## src/rtl/up_down_counter_sequencer_if.sv

```systemverilog
// Command and counter-control bundle for up_down_counter_sequencer.
// slave: the sequencer. master: the requester together with the counter.
interface up_down_counter_sequencer_if #(
    parameter int N = 4,
    parameter int W = 8
);
    logic         start;
    logic         cmd_up;
    logic [N-1:0] cmd_load;
    logic [W-1:0] cmd_wraps;
    logic         abort;
    logic         ready;
    logic         done;
    logic         err;
    logic [W-1:0] wrap_cnt;
    logic         en_b;
    logic         load_b;
    logic         up;
    logic [N-1:0] load_in;
    logic         rco_b;

    modport slave (
        input  start, cmd_up, cmd_load, cmd_wraps, abort, rco_b,
        output ready, done, err, wrap_cnt, en_b, load_b, up, load_in
    );

    modport master (
        output start, cmd_up, cmd_load, cmd_wraps, abort, rco_b,
        input  ready, done, err, wrap_cnt, en_b, load_b, up, load_in
    );
endinterface

```

## src/rtl/up_down_counter_sequencer.sv

```systemverilog
// Sequencer for an up_down_counter: loads a start value, enables counting,
// counts rco_b assertions until the requested number of wraps, then pulses done.
// Optional watchdog: define UP_DOWN_COUNTER_SEQUENCER_WATCHDOG_EN to abort a RUN
// that sees no rco_b for 2^N+1 enabled cycles (done with err=1).
module up_down_counter_sequencer #(
    parameter int N = 4,
    parameter int W = 8
) (
    input  logic                        clk,
    input  logic                        rst_b,
    up_down_counter_sequencer_if.slave  bus
);

    typedef enum logic [1:0] {
        S_IDLE,
        S_LOAD,
        S_RUN,
        S_DONE
    } state_t;

    state_t       state_q, state_d;
    logic         up_q, up_d;
    logic [N-1:0] load_q, load_d;
    logic [W-1:0] wraps_q, wraps_d;
    logic [W-1:0] wrap_cnt_q, wrap_cnt_d;
    logic [W-1:0] wrap_inc;

`ifdef UP_DOWN_COUNTER_SEQUENCER_WATCHDOG_EN
    localparam logic [N:0] WD_LIMIT = (N+1)'((1 << N) + 1);
    logic [N:0]   wd_q, wd_d;
    logic [N:0]   wd_inc;
    logic         err_q, err_d;
`endif

    assign wrap_inc = wrap_cnt_q + W'(1);
`ifdef UP_DOWN_COUNTER_SEQUENCER_WATCHDOG_EN
    assign wd_inc   = wd_q + (N+1)'(1);
`endif

    // Next-state and command/status register updates.
    always_comb begin
        state_d    = state_q;
        up_d       = up_q;
        load_d     = load_q;
        wraps_d    = wraps_q;
        wrap_cnt_d = wrap_cnt_q;
`ifdef UP_DOWN_COUNTER_SEQUENCER_WATCHDOG_EN
        wd_d       = wd_q;
        err_d      = err_q;
`endif
        unique case (state_q)
            S_IDLE: begin
                if (bus.start) begin
                    state_d    = S_LOAD;
                    up_d       = bus.cmd_up;
                    load_d     = bus.cmd_load;
                    wraps_d    = bus.cmd_wraps;
                    wrap_cnt_d = '0;
`ifdef UP_DOWN_COUNTER_SEQUENCER_WATCHDOG_EN
                    err_d      = 1'b0;
`endif
                end
            end
            S_LOAD: begin
`ifdef UP_DOWN_COUNTER_SEQUENCER_WATCHDOG_EN
                wd_d = '0;
`endif
                if (bus.abort)
                    state_d = S_IDLE;
                else if (wraps_q == '0)
                    state_d = S_DONE;
                else
                    state_d = S_RUN;
            end
            S_RUN: begin
                if (!bus.rco_b)
                    wrap_cnt_d = wrap_inc;
`ifdef UP_DOWN_COUNTER_SEQUENCER_WATCHDOG_EN
                wd_d = bus.rco_b ? wd_inc : '0;
`endif
                // abort outranks both a terminal wrap and a watchdog expiry
                if (bus.abort)
                    state_d = S_IDLE;
                else if (!bus.rco_b && (wrap_inc == wraps_q))
                    state_d = S_DONE;
`ifdef UP_DOWN_COUNTER_SEQUENCER_WATCHDOG_EN
                else if (bus.rco_b && (wd_inc == WD_LIMIT)) begin
                    state_d = S_DONE;
                    err_d   = 1'b1;
                end
`endif
            end
            S_DONE: state_d = S_IDLE;
            default: state_d = S_IDLE;
        endcase
    end

    // State and command/status registers with synchronous active-low reset.
    always_ff @(posedge clk) begin
        if (!rst_b) begin
            state_q    <= S_IDLE;
            up_q       <= 1'b1;
            load_q     <= '0;
            wraps_q    <= '0;
            wrap_cnt_q <= '0;
`ifdef UP_DOWN_COUNTER_SEQUENCER_WATCHDOG_EN
            wd_q       <= '0;
            err_q      <= 1'b0;
`endif
        end else begin
            state_q    <= state_d;
            up_q       <= up_d;
            load_q     <= load_d;
            wraps_q    <= wraps_d;
            wrap_cnt_q <= wrap_cnt_d;
`ifdef UP_DOWN_COUNTER_SEQUENCER_WATCHDOG_EN
            wd_q       <= wd_d;
            err_q      <= err_d;
`endif
        end
    end

    assign bus.ready    = (state_q == S_IDLE);
    assign bus.done     = (state_q == S_DONE);
    assign bus.en_b     = (state_q != S_RUN);
    assign bus.load_b   = (state_q != S_LOAD);
    assign bus.up       = up_q;
    assign bus.load_in  = load_q;
    assign bus.wrap_cnt = wrap_cnt_q;
`ifdef UP_DOWN_COUNTER_SEQUENCER_WATCHDOG_EN
    assign bus.err      = err_q;
`else
    assign bus.err      = 1'b0;
`endif

endmodule

```

## src/flat_wrapper.sv

```systemverilog
// flat-port wrapper written by rule: the top's interface ports become plain ports
module up_down_counter_sequencer_flat 
#(
    parameter int N = 4,
    parameter int W = 8
)
  (clk, rst_b, bus_start, bus_cmd_up, bus_cmd_load, bus_cmd_wraps, bus_abort, bus_rco_b, bus_ready, bus_done, bus_err, bus_wrap_cnt, bus_en_b, bus_load_b, bus_up, bus_load_in);
  up_down_counter_sequencer_if #(.N(N), .W(W)) bus_i ();
  input  logic clk;
  input  logic rst_b;
  input wire logic [$bits(bus_i.start)-1:0] bus_start;
  input wire logic [$bits(bus_i.cmd_up)-1:0] bus_cmd_up;
  input wire logic [$bits(bus_i.cmd_load)-1:0] bus_cmd_load;
  input wire logic [$bits(bus_i.cmd_wraps)-1:0] bus_cmd_wraps;
  input wire logic [$bits(bus_i.abort)-1:0] bus_abort;
  input wire logic [$bits(bus_i.rco_b)-1:0] bus_rco_b;
  output wire logic [$bits(bus_i.ready)-1:0] bus_ready;
  output wire logic [$bits(bus_i.done)-1:0] bus_done;
  output wire logic [$bits(bus_i.err)-1:0] bus_err;
  output wire logic [$bits(bus_i.wrap_cnt)-1:0] bus_wrap_cnt;
  output wire logic [$bits(bus_i.en_b)-1:0] bus_en_b;
  output wire logic [$bits(bus_i.load_b)-1:0] bus_load_b;
  output wire logic [$bits(bus_i.up)-1:0] bus_up;
  output wire logic [$bits(bus_i.load_in)-1:0] bus_load_in;
  assign bus_i.start = bus_start;
  assign bus_i.cmd_up = bus_cmd_up;
  assign bus_i.cmd_load = bus_cmd_load;
  assign bus_i.cmd_wraps = bus_cmd_wraps;
  assign bus_i.abort = bus_abort;
  assign bus_i.rco_b = bus_rco_b;
  assign bus_ready = bus_i.ready;
  assign bus_done = bus_i.done;
  assign bus_err = bus_i.err;
  assign bus_wrap_cnt = bus_i.wrap_cnt;
  assign bus_en_b = bus_i.en_b;
  assign bus_load_b = bus_i.load_b;
  assign bus_up = bus_i.up;
  assign bus_load_in = bus_i.load_in;
  up_down_counter_sequencer #(.N(N), .W(W)) u_core (.clk(clk), .rst_b(rst_b), .bus(bus_i));
endmodule
```

## config.mk

```make
export PLATFORM = sky130hd
export DESIGN_NAME = up_down_counter_sequencer_flat
export DESIGN_NICKNAME = d
export VERILOG_FILES = /design/src/rtl/up_down_counter_sequencer_if.sv /design/src/rtl/up_down_counter_sequencer.sv /design/src/flat_wrapper.sv
export SDC_FILE = /design/constraint.sdc
export NUM_CORES = 1
export LEC_CHECK = 0
export CAP_MARGIN = 30
export CORE_UTILIZATION = 50
export DETAILED_ROUTE_END_ITERATION = 12
export MAX_ROUTING_LAYER = met4
export PLACE_DENSITY = 0.92
export RECOVER_POWER = 25
export SLEW_MARGIN = 15
export SYNTH_ARGS = -nofsm -noshare
export SYNTH_HDL_FRONTEND = slang
export SYNTH_SLANG_ARGS = --single-unit
```

## constraint.sdc

```tcl
create_clock -name clk -period 4.7 [get_ports clk]
set_input_delay 0.705 -clock clk [delete_from_list [all_inputs] [get_ports clk]]
set_output_delay 0.705 -clock clk [all_outputs]
set_load 0.01 [all_outputs]
```

==> results.txt, run 1 <==
The global-route wire length before repair came out at 4830 µm. The launch instance of the worst min-delay path is u_core.bus.up. At the placement stage, the worst setup path has a slack of 2.158 ns.

The worst hold path belongs to the class flip-flop to flip-flop. After detailed placement, the total cell area comes to 1583 µm². The net count after synthesis is 177.

The cell taking the most area after synthesis is sky130_fd_sc_hd__dfxtp_1. In the synthesized netlist, the cells that appear most often are sky130_fd_sc_hd__nand2_1 (30), sky130_fd_sc_hd__dfxtp_1 (23), sky130_fd_sc_hd__a21boi_0 (18). The TritonCTS sink count came out at 23.

The startpoint of the worst register-to-register path is u_core.state_q[1]. The number of routed nets with antenna violations is 0. Summing over every cut layer, the via total after detailed routing is 1196. The number of max-cap violations is 0. Of the cells placed in the final design, the portion with a size suffix greater than 1 is 0.05376. The initial antenna violation count came to 0. The number of ports placed on the die boundary came out at 36. The maximum fanout encountered on the critical timing path came out at 14. Buffers inserted during clock tree synthesis total 3. The initial utilization of the core area, before any placement, comes to 0.5523. The signal on the critical path passes through dlygate4sd3_1, and2_0, nor2_1, o21ai_0, a21boi_0. The hold buffer count at cts is 0. The number of synthesis warnings is 0. The floorplan die width is 52.37 µm. The mean post-synth cell area came out at 8.030 µm².

The largest single stage delay on the critical path is 0.58 ns. Summed over all cells, the static leakage comes to 0.5850 nW. The ratio of routed vias to standard cells is 5.589. The sequential area share after synthesis came out at 0.3629. The aggregate global routing overflow is 0. Data on the critical path is required at its endpoint by 4.90 ns. STA puts the critical path data arrival time at 2.50 ns.

The via count of the first global-routing pass is 1134. For this run, asynchronously set or reset flops after synthesis account for 0. The count of final max-slew check failures is 0. The detailed router finished its first iteration with 32 violations. The shortest clock period the worst path allows after layout came out at 2.302 ns. In the final layout, the multi-input gates occupy 743.2 µm². The die extent in y is 52.37 µm. The maximum achievable frequency came out at 434.5 MHz. Counting instances, the worst hold path has a depth of 2. Setup repair after global routing left no endpoint under its margin. The congestion estimate from routability-driven global placement came to 0.9203. The worst reg-to-reg setup slack is 2.72 ns. The number of inserted diodes is 0. Yosys instantiated no cell more often than sky130_fd_sc_hd__nand2_1.

TritonCTS built the clock tree. The least setup slack across all paths after layout came out at 2.398 ns. The largest net degree at the start of global routing is 24. The setup path with the least slack is of type primary input to flip-flop.

In the final routed layout, each cell accounts on average for 13.42 µm. The commonest register cell after synthesis is sky130_fd_sc_hd__dfxtp_1. The worst setup skew after layout came out at 0.004695 ns.

The filler cell count is 183. The maximum resistive drop on vdd came out at 178.1 µV. The number of nets in the finished design came out at 206. The distinct cell type count of the synthesized netlist came out at 39. The number of logic stages on the critical path including buffering came out at 5.

In the finished design, the share of the clock period the worst path needs comes to 0.4897. The post-detailed-routing wire length came out at 2872 µm. The global routing usage summed across all routing layers is 0.2377. The root buffer cell is sky130_fd_sc_hd__clkbuf_4. The final cell area excluding filler cells is 1613 µm². The number of buffer cells added on primary ports is 34. The instance count of the mapped netlist came out at 158.

The slew at the pin closest to its max-slew limit is 0.6955 ns. The post-cts repair resize count came out at 0. The proportion of netlist area held by the largest area contributor is 0.3629. Synthesis inferred 23 register bits. The setup TNS after final layout is 0 ns. STA classifies the critical path startpoint as a primary input.

The slowest stage of the critical path belongs to the cell sky130_fd_sc_hd__and2_0. The number of synthesized flops with an enable pin came out at 0. For the worst flop-to-flop path, the logic depth is 5. The area taken by flip-flops and latches came out at 460.4 µm². The number of iterations in the first detailed-routing pass came out at 4.

Setup violations remaining at the end of the flow were counted as 0. The clock latency at the later pin of the worst-skew pair is 0.31 ns. The detailed-route DRC error count is 0. The buffer and inverter count on the worst path came out at 1. The core area came out at 2297 µm². The longest clock path from root to sink contains 2 buffers. STA classifies the critical path endpoint as a flip-flop. The synthesis-to-finish area growth came out at 27.12%. The depth of the CTS H-tree came out at 1. The number of rows in the core area is 17. Post-CTS timing repair inserted 0 buffers for setup. The worst register-to-register path ends at u_core.bus.wrap_cnt[6].

In the post-synthesis netlist, the biggest area contributors are sky130_fd_sc_hd__dfxtp_1 (36%), sky130_fd_sc_hd__a21boi_0 (11%), sky130_fd_sc_hd__nand2_1 (8.9%). The die outline area is 2743 µm². The wire-length estimate of the detail-placed layout is 2100 µm.

The run finished with clean final reports. The cell area after synthesis is 1269 µm². The worst slew slack as a fraction of its limit came out at 0.5348.

The power density over the cells is 239.6 nW/µm². The final count of hold timing violations was 0. The worst hold endpoint is u_core.bus.up. The top cell family by delay on the critical path is simple AND/OR/NAND/NOR gates. The clock slew seen by the registers of the worst setup and hold paths came out at 0.13 ns.
==> worst reg2reg max path, delay by kind of cell, from the launching register on <==
kind            cells  cell delay [ns]
flops               1             0.39
compound gates      2             0.39
simple gates        3             1.10
==> cells in the final DEF, fill, tap and decap left out, types with 3 or more instances in the layout <==
| cell type | Yosys | routed |
|---|---|---|
| sky130_fd_sc_hd__nand2_1 | 30 | 30 |
| sky130_fd_sc_hd__clkbuf_4 | 0 | 3 |
| sky130_fd_sc_hd__nand2b_1 | 3 | 3 |
| sky130_fd_sc_hd__nor2_1 | 10 | 10 |
| sky130_fd_sc_hd__nor2b_1 | 3 | 3 |
| sky130_fd_sc_hd__nand3_1 | 5 | 5 |
| sky130_fd_sc_hd__o21ai_0 | 8 | 8 |
| sky130_fd_sc_hd__a21boi_0 | 18 | 18 |
| sky130_fd_sc_hd__and2_1 | 5 | 5 |
| sky130_fd_sc_hd__or3_1 | 3 | 3 |
| sky130_fd_sc_hd__xor2_1 | 4 | 4 |
| sky130_fd_sc_hd__dfxtp_1 | 23 | 23 |
| sky130_fd_sc_hd__clkdlybuf4s50_1 | 0 | 32 |
| sky130_fd_sc_hd__xnor2_1 | 5 | 5 |
| sky130_fd_sc_hd__a21oi_1 | 5 | 5 |
==> worst max path at each step <==
stage / startpoint / slack (ns) / end
4_1_cts: u_core.state_q[0] / 2.43 / bus_en_b
5_1_grt: bus_start / 2.25 / u_core.bus.wrap_cnt[6]
3_5_place_dp: bus_start / 2.16 / u_core.bus.wrap_cnt[6]
3_3_place_gp: bus_start / 2.29 / u_core.bus.wrap_cnt[5]
2_1_floorplan: u_core.bus.wrap_cnt[0] / 2.96 / u_core.state_q[0]
6_report: bus_start / 2.40 / u_core.bus.wrap_cnt[6]
==> report_power, final <==
| group | total [mW] | switching [mW] | internal, mW |
|---|---|---|---|
| clock network | 0.0941 | 0.0616 | 0.0325 |
| registers | 0.216 | 0.0109 | 0.205 |
| logic | 0.0763 | 0.0352 | 0.0411 |
==> layer usage <==
layer,vias to the layer above,part of all wire,global-route usage
met5,-,0,-
met4,0,0.0024,0.02193
met3,2,0.053,0.05217
met2,43,0.48,0.4135
met1,546,0.46,0.2911
li1,605,-,-
==> metrics by stage <==
| step | power [mW] | std cells | utilization | hold WS (ns) |
|---|---|---|---|---|
| after global routing | 0.4059 | 214 | 0.7021 | 0.5135 |
| after global placement | 0.2940 | 210 | 0.6890 | 0.4533 |
| final | 0.3865 | 214 | 0.7021 | 0.4810 |
| after floorplan | 0.2602 | 158 | - | 0.4684 |
| after CTS | 0.3893 | 214 | 0.7021 | 0.4849 |
| after detailed placement | 0.2968 | 210 | 0.6890 | 0.4632 |
==> cell type report <==
class,instances,share of cell area
Sequential cell,23,0.2855
Clock buffer,3,0.01396
Tap cell,28,0.02172
Clock inverter,1,0.004655
Inverter,1,0.002327
Multi-Input combinational cell,124,0.4608
Timing Repair Buffer,34,0.2110
==> flip-flops by register name (all words and copies together), names as in the netlist <==
| signal | flops |
|---|---|
| u_core.bus.wrap_cnt | 8 |
| u_core.wraps_q | 8 |
| u_core.state_q | 2 |
| u_core.bus.load_in | 4 |
| u_core.bus.up | 1 |
==> logic make-up (layout without fill, tap and decap cells) <==
logic type                 Yosys count  after routing  synth area share
AOI/OAI and AO/OA                   41             41            0.2288
xor gates and xnor gates             9              9           0.06213
adders and majority gates            1              1          0.009860
buffers and inverters               11             39           0.05127
DFF                                 23             23            0.3629
muxes                                1              1          0.008875
other                                1              1          0.002956
and+or+nand+nor                     71             71            0.2732
Power figures use the tool's default switching activity.
==> run 2, diff against run 1 <==
Settings changed: CORE_UTILIZATION 50 to 42, PLACE_DENSITY 0.92 to 0.84.
Clock period 4.7 ns to 2 ns, I/O delays scaled along.
==> results.txt, run 2 (same netlist as run 1, synthesis figures left out) <==
The clock latency at the later pin of the worst-skew pair is 0.32 ns (about the same). The aggregate global routing overflow was 0 (unchanged). The utilization after layout came out at 0.5883 (-0.1138). Setup repair after global routing left no endpoint under its margin.

The detailed-placement wirelength estimate is 2325 µm (+11%). The post-route fraction of the period consumed by the critical path is 0.9435. The setup TNS after final layout came out at 0 ns (unchanged). The slew at the pin closest to its max-slew limit came out at 0.5299 ns (-0.1656 ns). The arrival time reported for the critical path endpoint came to 1.59 ns (-0.91 ns).

The total CTS buffers is 3 (unchanged). The weighted congestion reported at the end of routability-driven placement is 0.8256 (-10%). STA classifies the critical path endpoint as a primary output. The total power after layout is 921.9 µW (+140%). The number of routed nets with antenna violations came to 0 (unchanged).

The maximum resistive drop on vdd was 433.7 µV (+140%). The number of nets in the finished design came out at 210 (+1.9%). The count of final max-slew check failures came out at 0 (unchanged). The TritonCTS sink count is 23 (unchanged). The number of ports placed on the die boundary came to 36 (unchanged). The routed length per instance came to 13.98 µm (+4.2%). The number of post-CTS setup repair buffers is 0 (unchanged).

The least setup slack across all paths after layout came out at 0.1130 ns (-2.285 ns). The final reports fail on DRC. The signal on the critical path passes through nand2b_1, clkdlybuf4s50_1. The initial antenna violation count came out at 0 (unchanged).

Leaving out fill and tap cells, the most frequent cells in the layout are sky130_fd_sc_hd__clkdlybuf4s50_1 (33), sky130_fd_sc_hd__nand2_1 (30), sky130_fd_sc_hd__dfxtp_1 (23). CTS placed an instance of sky130_fd_sc_hd__clkbuf_4 at the clock tree root. The vias after detailed routing is 1226 (+2.5%).

The floorplan die width is 56.96 µm (+8.8%). The final count of hold timing violations is 0 (unchanged). The largest net degree at the start of global routing is 15 (-38%). The detailed-route DRC error count came out at 3 (+3). On the critical path, the stage with the largest delay is an instance of sky130_fd_sc_hd__clkdlybuf4s50_1.

The commonest non-fill, non-tap cell in the layout is sky130_fd_sc_hd__clkdlybuf4s50_1. The initial core utilization is 0.4523 (-0.1000). The count of placed standard cells including taps came out at 217 (+3.3%). The clock slew seen by the registers of the worst setup and hold paths came out at 0.13 ns (about the same).

The final cell count without fillers was 221 (+3.3%). The power density over the cells is 558.6 nW/µm² (+130%). The number of rows in the core area is 19 (+2). The worst setup path is launched from a flip-flop. The shortest clock period the worst path allows after layout is 1.887 ns. The post-detailed-routing wire length came out at 3090 µm (+7.6%). The die extent in y is 56.96 µm (+8.8%). The maximum fanout encountered on the critical timing path is 7 (-7). The share of post-route cells with drive strength above 1 is 0.07895 (+0.02518). The required time of the worst setup path came out at 1.70 ns (-3.20 ns).

The min-delay analysis places its worst path in the category flip-flop to flip-flop. The via count of the first global-routing pass came out at 1217 (+7.3%). The violation count after the first detailed-routing iteration is 28 (-13%). The post-placement worst setup slack came out at 0.1293 ns (-2.029 ns).

The tightest hold margin is 0.4795 ns (-0.001540 ns). Timing would allow up to 529.9 MHz. TritonCTS built the clock tree. The depth of the CTS H-tree is 1 (unchanged). The global-route wire length before repair came out at 5402 µm (+12%). The worst setup skew after layout came out at 0.001977 ns (-0.002718 ns). The cell leakage power was 0.5983 nW (+2.3%).

The synthesis-to-finish area growth came out at 30.08%. The area of placed instances is 1617 µm² (+2.1%). The core area came out at 2805 µm² (+22%). The global routing usage summed across all routing layers came out at 0.2173 (-0.02043). Among cell families on the critical path, the largest total delay comes from buffers and inverters. The biggest cell delay along the critical path is 0.57 ns (about the same). The setup path with the least slack is of type flip-flop to primary output. The flow ran to the end, but the final reports show violations. The final cell area excluding filler cells came out at 1650 µm² (+2.3%).

The number of setup violations in the final report came out at 0 (unchanged). The hold buffer count at cts is 0 (unchanged). The ratio of routed vias to standard cells is 5.548 (-0.74%). The worst slew slack as a fraction of its limit is 0.6467 (+0.1120). The post-cts repair resize count came out at 0 (unchanged). The number of max-cap violations is 0 (unchanged). The number of buffer cells added on primary ports came out at 34 (unchanged). The number of iterations in the first detailed-routing pass came out at 8 (+4). The number of inserted diodes came out at 0 (unchanged). The buffer and inverter count on the worst path came out at 1 (unchanged). The deepest clock path buffer count came out at 2 (unchanged). The die outline area came to 3244 µm² (+18%).
-- run 2: final cells by class --
class,count,area (µm²)
clock buffer,3,22.52
sequential,23,460.4
clock inverter,1,7.507
multi-input combinational,124,750.7
tap,31,38.79
timing repair buffer,38,366.6
inverter,1,3.754
fill,258,1155
-- run 2: worst paths after layout --
path	from	to	slack (ns)	cells past startpoint
hold / removal	u_core.bus.load_in[0]	u_core.bus.load_in[0]	0.48	2
hold reg to reg	u_core.bus.load_in[0]	u_core.bus.load_in[0]	0.48	2
setup / recovery	u_core.state_q[0]	bus_en_b	0.11	2
setup reg to reg	u_core.bus.wrap_cnt[0]	u_core.state_q[0]	0.14	6
-- run 2: power by group --
part | total [mW] | switching (mW) | internal (mW)
clock | 0.224 | 0.148 | 0.0765
sequential | 0.507 | 0.0249 | 0.482
combinational | 0.190 | 0.0882 | 0.102
-- run 2: worst reg2reg max path, cell delays in order, from the launching register on --
cell	delay, ns
sky130_fd_sc_hd__dfxtp_1	0.48
sky130_fd_sc_hd__ha_2	0.34
sky130_fd_sc_hd__xor2_1	0.14
sky130_fd_sc_hd__nor3_1	0.26
sky130_fd_sc_hd__o211ai_1	0.16
sky130_fd_sc_hd__a2111oi_2	0.25
sky130_fd_sc_hd__o31a_1	0.18
-- run 2: per-layer routing --
metal | track usage | part of all wire | routed length [µm] | vias up
met2 | 0.3832 | 0.51 | 1563 | 29
met3 | 0.04989 | 0.037 | 115 | 7
met4 | 0.04181 | 0.0087 | 27 | 0
met5 | - | 0 | 0 | -
li1 | - | - | - | 609
met1 | 0.2536 | 0.45 | 1383 | 581
